$ cat src/rtl/mem_arb_pkg.sv
`default_nettype none
// +----------------------------------------------------------------------+
// | mem_arb_pkg                                                          |
// | Shared FSM state type, port indices and width defaults.              |
// | Rev 1.0                                                              |
// +----------------------------------------------------------------------+
package mem_arb_pkg;

  localparam int ADDR_W_DEF = 16;
  localparam int DATA_W_DEF = 16;

  localparam int PORT_FETCH = 0;
  localparam int PORT_DATA  = 1;

  typedef enum logic [2:0] {
    ST_IDLE   = 3'd0,
    ST_ISSUE  = 3'd1,
    ST_SETTLE = 3'd2,
    ST_WAIT   = 3'd3,
    ST_RESP   = 3'd4
  } state_t;

endpackage
`default_nettype wire

$ cat src/rtl/mem_arb_port_buf.sv
`default_nettype none
// +----------------------------------------------------------------------+
// | mem_arb_port_buf                                                     |
// | One-deep request buffer with pending flag and overrun error pulse.  |
// | Rev 1.0                                                              |
// +----------------------------------------------------------------------+
module mem_arb_port_buf
  import mem_arb_pkg::*;
#(
  parameter int ADDR_W = ADDR_W_DEF,
  parameter int DATA_W = DATA_W_DEF
) (
  input  logic              clk,
  input  logic              rst_n,
  input  logic              req,
  input  logic              we,
  input  logic [ADDR_W-1:0] addr,
  input  logic [DATA_W-1:0] wdata,
  input  logic              clr,
  output logic              pending,
  output logic              buf_we,
  output logic [ADDR_W-1:0] buf_addr,
  output logic [DATA_W-1:0] buf_wdata,
  output logic              err
);

  logic w_accept;
  logic w_overrun;
  logic r_pending;
  logic r_err;

  // A request arriving in the completion cycle is taken: set beats clear.
  assign w_accept  = req && (!r_pending || clr);
  assign w_overrun = req && r_pending && !clr;

  always_ff @(posedge clk or negedge rst_n) begin
    if (!rst_n) begin
      r_pending <= 1'b0;
      r_err     <= 1'b0;
      buf_we    <= 1'b0;
      buf_addr  <= '0;
      buf_wdata <= '0;
    end else begin
      r_err <= w_overrun;
      if (w_accept) begin
        r_pending <= 1'b1;
        buf_we    <= we;
        buf_addr  <= addr;
        buf_wdata <= wdata;
      end else if (clr) begin
        r_pending <= 1'b0;
      end
    end
  end

  assign pending = r_pending;
  assign err     = r_err;

endmodule
`default_nettype wire

$ cat src/rtl/mem_arbiter.sv
`default_nettype none
// +----------------------------------------------------------------------+
// | mem_arbiter                                                          |
// | Two-port round-robin arbiter onto a single start/ready memory.      |
// | Optional WAIT timeout when MEM_ARB_TIMEOUT_EN is defined.            |
// | Rev 1.0                                                              |
// +----------------------------------------------------------------------+
module mem_arbiter
  import mem_arb_pkg::*;
#(
  parameter int ADDR_W  = ADDR_W_DEF,
  parameter int DATA_W  = DATA_W_DEF,
  parameter int TIMEOUT = 16
) (
  input  logic              clk,
  input  logic              rst_n,
  input  logic              p0_req,
  input  logic              p0_we,
  input  logic [ADDR_W-1:0] p0_addr,
  input  logic [DATA_W-1:0] p0_wdata,
  output logic              p0_busy,
  output logic              p0_ack,
  output logic [DATA_W-1:0] p0_rdata,
  input  logic              p1_req,
  input  logic              p1_we,
  input  logic [ADDR_W-1:0] p1_addr,
  input  logic [DATA_W-1:0] p1_wdata,
  output logic              p1_busy,
  output logic              p1_ack,
  output logic [DATA_W-1:0] p1_rdata,
  output logic              mem_start,
  output logic              memory_w,
  output logic [ADDR_W-1:0] mem_addr,
  output logic [DATA_W-1:0] mem_wdata,
  input  logic [DATA_W-1:0] mem_rdata,
  input  logic              memory_ready,
  output logic              err
);

  state_t            r_state;
  state_t            w_state_nxt;
  logic              r_gnt;
  logic              r_last_gnt;
  logic              w_sel;
  logic              w_do_sel;
  logic              w_done;
  logic              w_tout;
  logic              w_tout_err;
  logic [1:0]        w_pend;
  logic [1:0]        w_clr;
  logic [1:0]        w_bwe;
  logic [1:0]        w_berr;
  logic [ADDR_W-1:0] w_baddr  [2];
  logic [DATA_W-1:0] w_bwdata [2];
  logic [DATA_W-1:0] r_rdata  [2];

  mem_arb_port_buf #(.ADDR_W(ADDR_W), .DATA_W(DATA_W)) u_buf_fetch (
    .clk       (clk),
    .rst_n     (rst_n),
    .req       (p0_req),
    .we        (p0_we),
    .addr      (p0_addr),
    .wdata     (p0_wdata),
    .clr       (w_clr[PORT_FETCH]),
    .pending   (w_pend[PORT_FETCH]),
    .buf_we    (w_bwe[PORT_FETCH]),
    .buf_addr  (w_baddr[PORT_FETCH]),
    .buf_wdata (w_bwdata[PORT_FETCH]),
    .err       (w_berr[PORT_FETCH])
  );

  mem_arb_port_buf #(.ADDR_W(ADDR_W), .DATA_W(DATA_W)) u_buf_data (
    .clk       (clk),
    .rst_n     (rst_n),
    .req       (p1_req),
    .we        (p1_we),
    .addr      (p1_addr),
    .wdata     (p1_wdata),
    .clr       (w_clr[PORT_DATA]),
    .pending   (w_pend[PORT_DATA]),
    .buf_we    (w_bwe[PORT_DATA]),
    .buf_addr  (w_baddr[PORT_DATA]),
    .buf_wdata (w_bwdata[PORT_DATA]),
    .err       (w_berr[PORT_DATA])
  );

  always_ff @(posedge clk or negedge rst_n) begin
    if (!rst_n) r_state <= ST_IDLE;
    else        r_state <= w_state_nxt;
  end

  always_comb begin
    w_state_nxt = r_state;
    w_do_sel    = 1'b0;
    w_sel       = 1'b0;
    w_done      = 1'b0;
    case (r_state)
      ST_IDLE: begin
        if (|w_pend) begin
          w_do_sel    = 1'b1;
          // Contention goes to the port that did not win last time.
          w_sel       = (&w_pend) ? ~r_last_gnt : w_pend[PORT_DATA];
          w_state_nxt = ST_ISSUE;
        end
      end
      ST_ISSUE:  w_state_nxt = ST_SETTLE;
      ST_SETTLE: w_state_nxt = ST_WAIT;
      ST_WAIT: begin
        if (memory_ready || w_tout) begin
          w_done      = 1'b1;
          w_state_nxt = ST_RESP;
        end
      end
      ST_RESP:   w_state_nxt = ST_IDLE;
      default:   w_state_nxt = ST_IDLE;
    endcase
  end

  always_ff @(posedge clk or negedge rst_n) begin
    if (!rst_n) begin
      r_gnt      <= 1'b0;
      r_last_gnt <= 1'b1;
      mem_addr   <= '0;
      memory_w   <= 1'b0;
      mem_wdata  <= '0;
      r_rdata[0] <= '0;
      r_rdata[1] <= '0;
    end else begin
      if (w_do_sel) begin
        r_gnt      <= w_sel;
        r_last_gnt <= w_sel;
        mem_addr   <= w_baddr[w_sel];
        memory_w   <= w_bwe[w_sel];
        mem_wdata  <= w_bwdata[w_sel];
      end
      if (w_done) r_rdata[r_gnt] <= w_tout ? '0 : mem_rdata;
    end
  end

`ifdef MEM_ARB_TIMEOUT_EN
  localparam int C_TCNT_W = (TIMEOUT > 1) ? $clog2(TIMEOUT) : 1;

  logic [C_TCNT_W-1:0] r_tcnt;
  logic                r_tout_hit;

  assign w_tout = (r_state == ST_WAIT) && !memory_ready &&
                  (r_tcnt == C_TCNT_W'(TIMEOUT - 1));

  always_ff @(posedge clk or negedge rst_n) begin
    if (!rst_n) begin
      r_tcnt     <= '0;
      r_tout_hit <= 1'b0;
    end else begin
      if (r_state == ST_WAIT && !w_done) r_tcnt <= r_tcnt + 1'b1;
      else                               r_tcnt <= '0;
      if (w_done) r_tout_hit <= w_tout;
    end
  end

  assign w_tout_err = (r_state == ST_RESP) && r_tout_hit;
`else
  assign w_tout     = 1'b0;
  assign w_tout_err = 1'b0;

  // TIMEOUT has no effect in this build.
  if (TIMEOUT < 0) begin : g_timeout_unused
  end
`endif

  assign w_clr[PORT_FETCH] = (r_state == ST_RESP) && (r_gnt == 1'b0);
  assign w_clr[PORT_DATA]  = (r_state == ST_RESP) && (r_gnt == 1'b1);

  assign mem_start = (r_state == ST_ISSUE);
  assign p0_busy   = w_pend[PORT_FETCH];
  assign p1_busy   = w_pend[PORT_DATA];
  assign p0_ack    = w_clr[PORT_FETCH];
  assign p1_ack    = w_clr[PORT_DATA];
  assign p0_rdata  = r_rdata[PORT_FETCH];
  assign p1_rdata  = r_rdata[PORT_DATA];
  assign err       = (|w_berr) | w_tout_err;

endmodule
`default_nettype wire

$ cat config.mk
export PLATFORM = sky130hd
export DESIGN_NAME = mem_arbiter
export DESIGN_NICKNAME = d
export VERILOG_FILES = /design/src/rtl/mem_arb_pkg.sv /design/src/rtl/mem_arb_port_buf.sv /design/src/rtl/mem_arbiter.sv
export SDC_FILE = /design/constraint.sdc
export NUM_CORES = 1
export LEC_CHECK = 0
export BUFFER_PORTS_ARGS = -buffer_cell sky130_fd_sc_hd__buf_4
export CAP_MARGIN = 40
export CORE_MARGIN = 2
export CORE_UTILIZATION = 43
export CTS_BUF_LIST = sky130_fd_sc_hd__clkbuf_2 sky130_fd_sc_hd__clkbuf_4 sky130_fd_sc_hd__clkbuf_8
export DETAILED_ROUTE_END_ITERATION = 10
export PLACE_DENSITY = 0.67
export SYNTH_ARGS = -nofsm -noshare
export SYNTH_HDL_FRONTEND = slang
export SYNTH_SLANG_ARGS = --single-unit
$ cat constraint.sdc
create_clock -name clk -period 2.9 [get_ports clk]
set_clock_uncertainty 0.1 [all_clocks]
set_input_delay 0 -clock clk [delete_from_list [all_inputs] [get_ports clk]]
set_output_delay 0 -clock clk [all_outputs]
set_load 0.1 [all_outputs]
==> results_dict.tcl <==
set metrics [dict create \
    path_class "reg2reg" \
    ys_warn_count 0 \
    fp.dieH_um 121 \
    r2r_start "r_state[0]" \
    critPathCaptureType "register" \
    gp_congestion 0.753 \
    drc 0 \
    die_w_um 121 \
    ys_types 33 \
    port_buffers 157 \
    wl_met1_um 6310 \
    crit_arrival_ns 2.34 \
    cts_num_sinks 140 \
    via_per_inst 5.16 \
    fillers 988 \
    setup_viol 0 \
    r2r-end "u_buf_data.buf_addr[2]" \
    fmax_mhz 473 \
    cts_resized 0 \
    crit_fanout 33 \
    async_flop_share_pct 100 \
    critPathSlowestCell "dfrtp_1" \
    core-area_um2 13300 \
    cts_tree "done" \
    syn_avg_cell_area_um2 13.8 \
    grt.total_usage_pct 21.4 \
    yosysTopAreaCell "dfrtp_1" \
    syn_nets 514 \
    period_needed_ns 2.11 \
    rows 42 \
    first_iter_violations 223 \
    crit_chain "and4bb_2 -> o21ai_4 -> buf_4 -> mux2_2" \
    cap_violations 0 \
    min_to "u_buf_data.buf_wdata[7]" \
    drv_slew 0 \
    cts_buffers 17 \
    route.met3.wl_um 1070 \
    synth_common_cells "dfrtp_1, mux2_2, mux2_4" \
    synth_seq_cells 140 \
    grt_max_degree 58 \
    start_util_pct 44.2 \
    critPathMaxStageDelay_ns 0.58 \
    critical_path_buf_inv_count 1 \
    antenna_cells 0 \
    antenna_found_initial 0 \
    gr-total-overflow 0 \
    wl_per_cell_um 17.3 \
    postRouteWirelength_um 14900 \
    reg2reg_depth 4 \
    die_area_um2 14600 \
    synth-edff-count 0 \
    synth_area_leaders "dfrtp_1, mux2_2, mux2_4" \
    r2r_slack_ns 0.79 \
    crit_start "r_state[0]" \
    clk_path_buf_depth 2 \
    post_cts_buffers 0 \
    critPathLaunchType "register" \
    cp_top_family "flip-flops" \
    wl_met2_um 7330 \
    syn-instance-count 427 \
    hp-start "p1_wdata[7]" \
    hold_buffers 88 \
    clockRootBuffer "clkbuf_8" \
    finalHoldViolCount 0 \
    utilization_pct 65.0 \
    layout.nets 760 \
    hold_path.class "in2reg" \
    yosysMostFrequentCell "dfrtp_1" \
    tightest_slew_ns 0.761 \
    slew_headroom_pct 49.2 \
    required_ns 3.12 \
    synth_top_area_share_pct 59.1 \
    cts_max_level 4 \
    synth_ff_type "dfrtp_1" \
    ioPinCount 158 \
    drive_above_1_share_pct 45.3 \
    syn2layout_area_growth_pct 46.9 \
    dp_hpwl_um 9590 \
    path_clk_slew_ns 0.08 \
    rsz0062_at_grt "false" \
    firstDrtPassIters 4 \
    hold_depth 3 \
    ant_nets 0 \
    first_global_vias 4730 \
    fin_crit_sh_pct 72.8 \
    clk_latency_ns 0.44 \
    setup_tns_ns 0 \
    grt_pass1_wl_um 24300 \
    syn_area_um2 5880 \
    status "complete, no violations" \
    top_layer "met4" \
    num_vias 4452 \
    seq_area_frac_synth_pct 59.6 \
]
==> cell usage in the layout (no fill, tap or decap), types with 2 or more instances in the layout <==
| master | count |
|---|---|
| buf_4 | 165 |
| dfrtp_1 | 139 |
| dlygate4sd3_1 | 87 |
| mux2_2 | 55 |
| mux2_4 | 40 |
| o21ai_0 | 34 |
| nor2_1 | 33 |
| a21oi_1 | 32 |
| o31ai_1 | 32 |
| clkbuf_8 | 20 |
| bufinv_16 | 5 |
| nor3b_1 | 3 |
| o21ai_4 | 3 |
| o21bai_1 | 3 |
| mux2_1 | 3 |
| clkinv_2 | 3 |
| buf_16 | 3 |
| inv_1 | 2 |
| a22o_1 | 2 |
| clkinvlp_4 | 2 |
==> layer usage <==
metal	vias to the layer above	GRT usage, %
li1	2028	-
met1	2221	28.0
met5	-	0
met2	182	35.0
met4	0	7.19
met3	21	5.22
==> per-stage QoR <==
step	hold WS [ns]	instance area [µm²]	setup slack (ns)	cells
4_1_cts	0.181	8640	0.777	862
2_1_floorplan	-0.396	5880	0.0753	427
3_3_place_gp	0.0842	7200	0.872	739
5_1_grt	0.213	8640	0.694	862
6_report	0.215	8640	0.787	862
3_5_place_dp	-0.125	7270	0.782	742
==> worst reg2reg max path, stage by stage, from the launching register on <==
cell and delay (ns):
dfrtp_1 0.58, and4bb_2 0.34, o21ai_4 0.12, buf_4 0.44, mux2_2 0.42
==> how the worst max path moves through the flow <==
| stage | end | depth (start not counted) |
|---|---|---|
| CTS | u_buf_data.buf_addr[2] | 4 |
| finish | u_buf_data.buf_addr[2] | 4 |
| global route | u_buf_data.buf_wdata[12] | 4 |
| detailed placement | u_buf_data.buf_addr[2] | 4 |
| floorplan | mem_start | 2 |
| global placement | mem_addr[15] | 3 |
==> kinds of logic (layout without fill, tap and decap cells) <==
group	after synthesis	count (layout)	share of synthesized area, %
simple gates	46	46	4.17
compound gates	110	110	11.7
flops	140	140	59.6
mux	99	99	21.5
buf+inv	32	291	3.04
==> registers in the layout, summed over array words and instances, names as in the netlist <==
signal / count
mem_addr: 16
memory_w: 1
u_buf_data.buf_addr: 16
u_buf_fetch.pending: 1
u_buf_fetch.buf_addr: 16
u_buf_data.pending: 1
mem_wdata: 16
u_buf_data.buf_we: 1
u_buf_fetch.err: 1
u_buf_data.buf_wdata: 16
r_last_gnt: 1
u_buf_fetch.buf_we: 1
p1_rdata: 16
u_buf_fetch.buf_wdata: 16
r_state: 3
u_buf_data.err: 1
p0_rdata: 16
r_gnt: 1
==> cell type report <==
type	instances	area (µm²)	share of cell area, %
sequential	140	3500	40.6
timing repair buffer	257	2220	25.7
multi-input combinational	255	2220	25.7
clock buffer	21	283	3.27
tap	176	220	2.55
clock inverter	11	189	2.19
inverter	2	7.51	0.0869
Power is left out: the tool's default activity adds up to more than one toggle a clock period on the data nets, which glitch-free logic cannot reach.
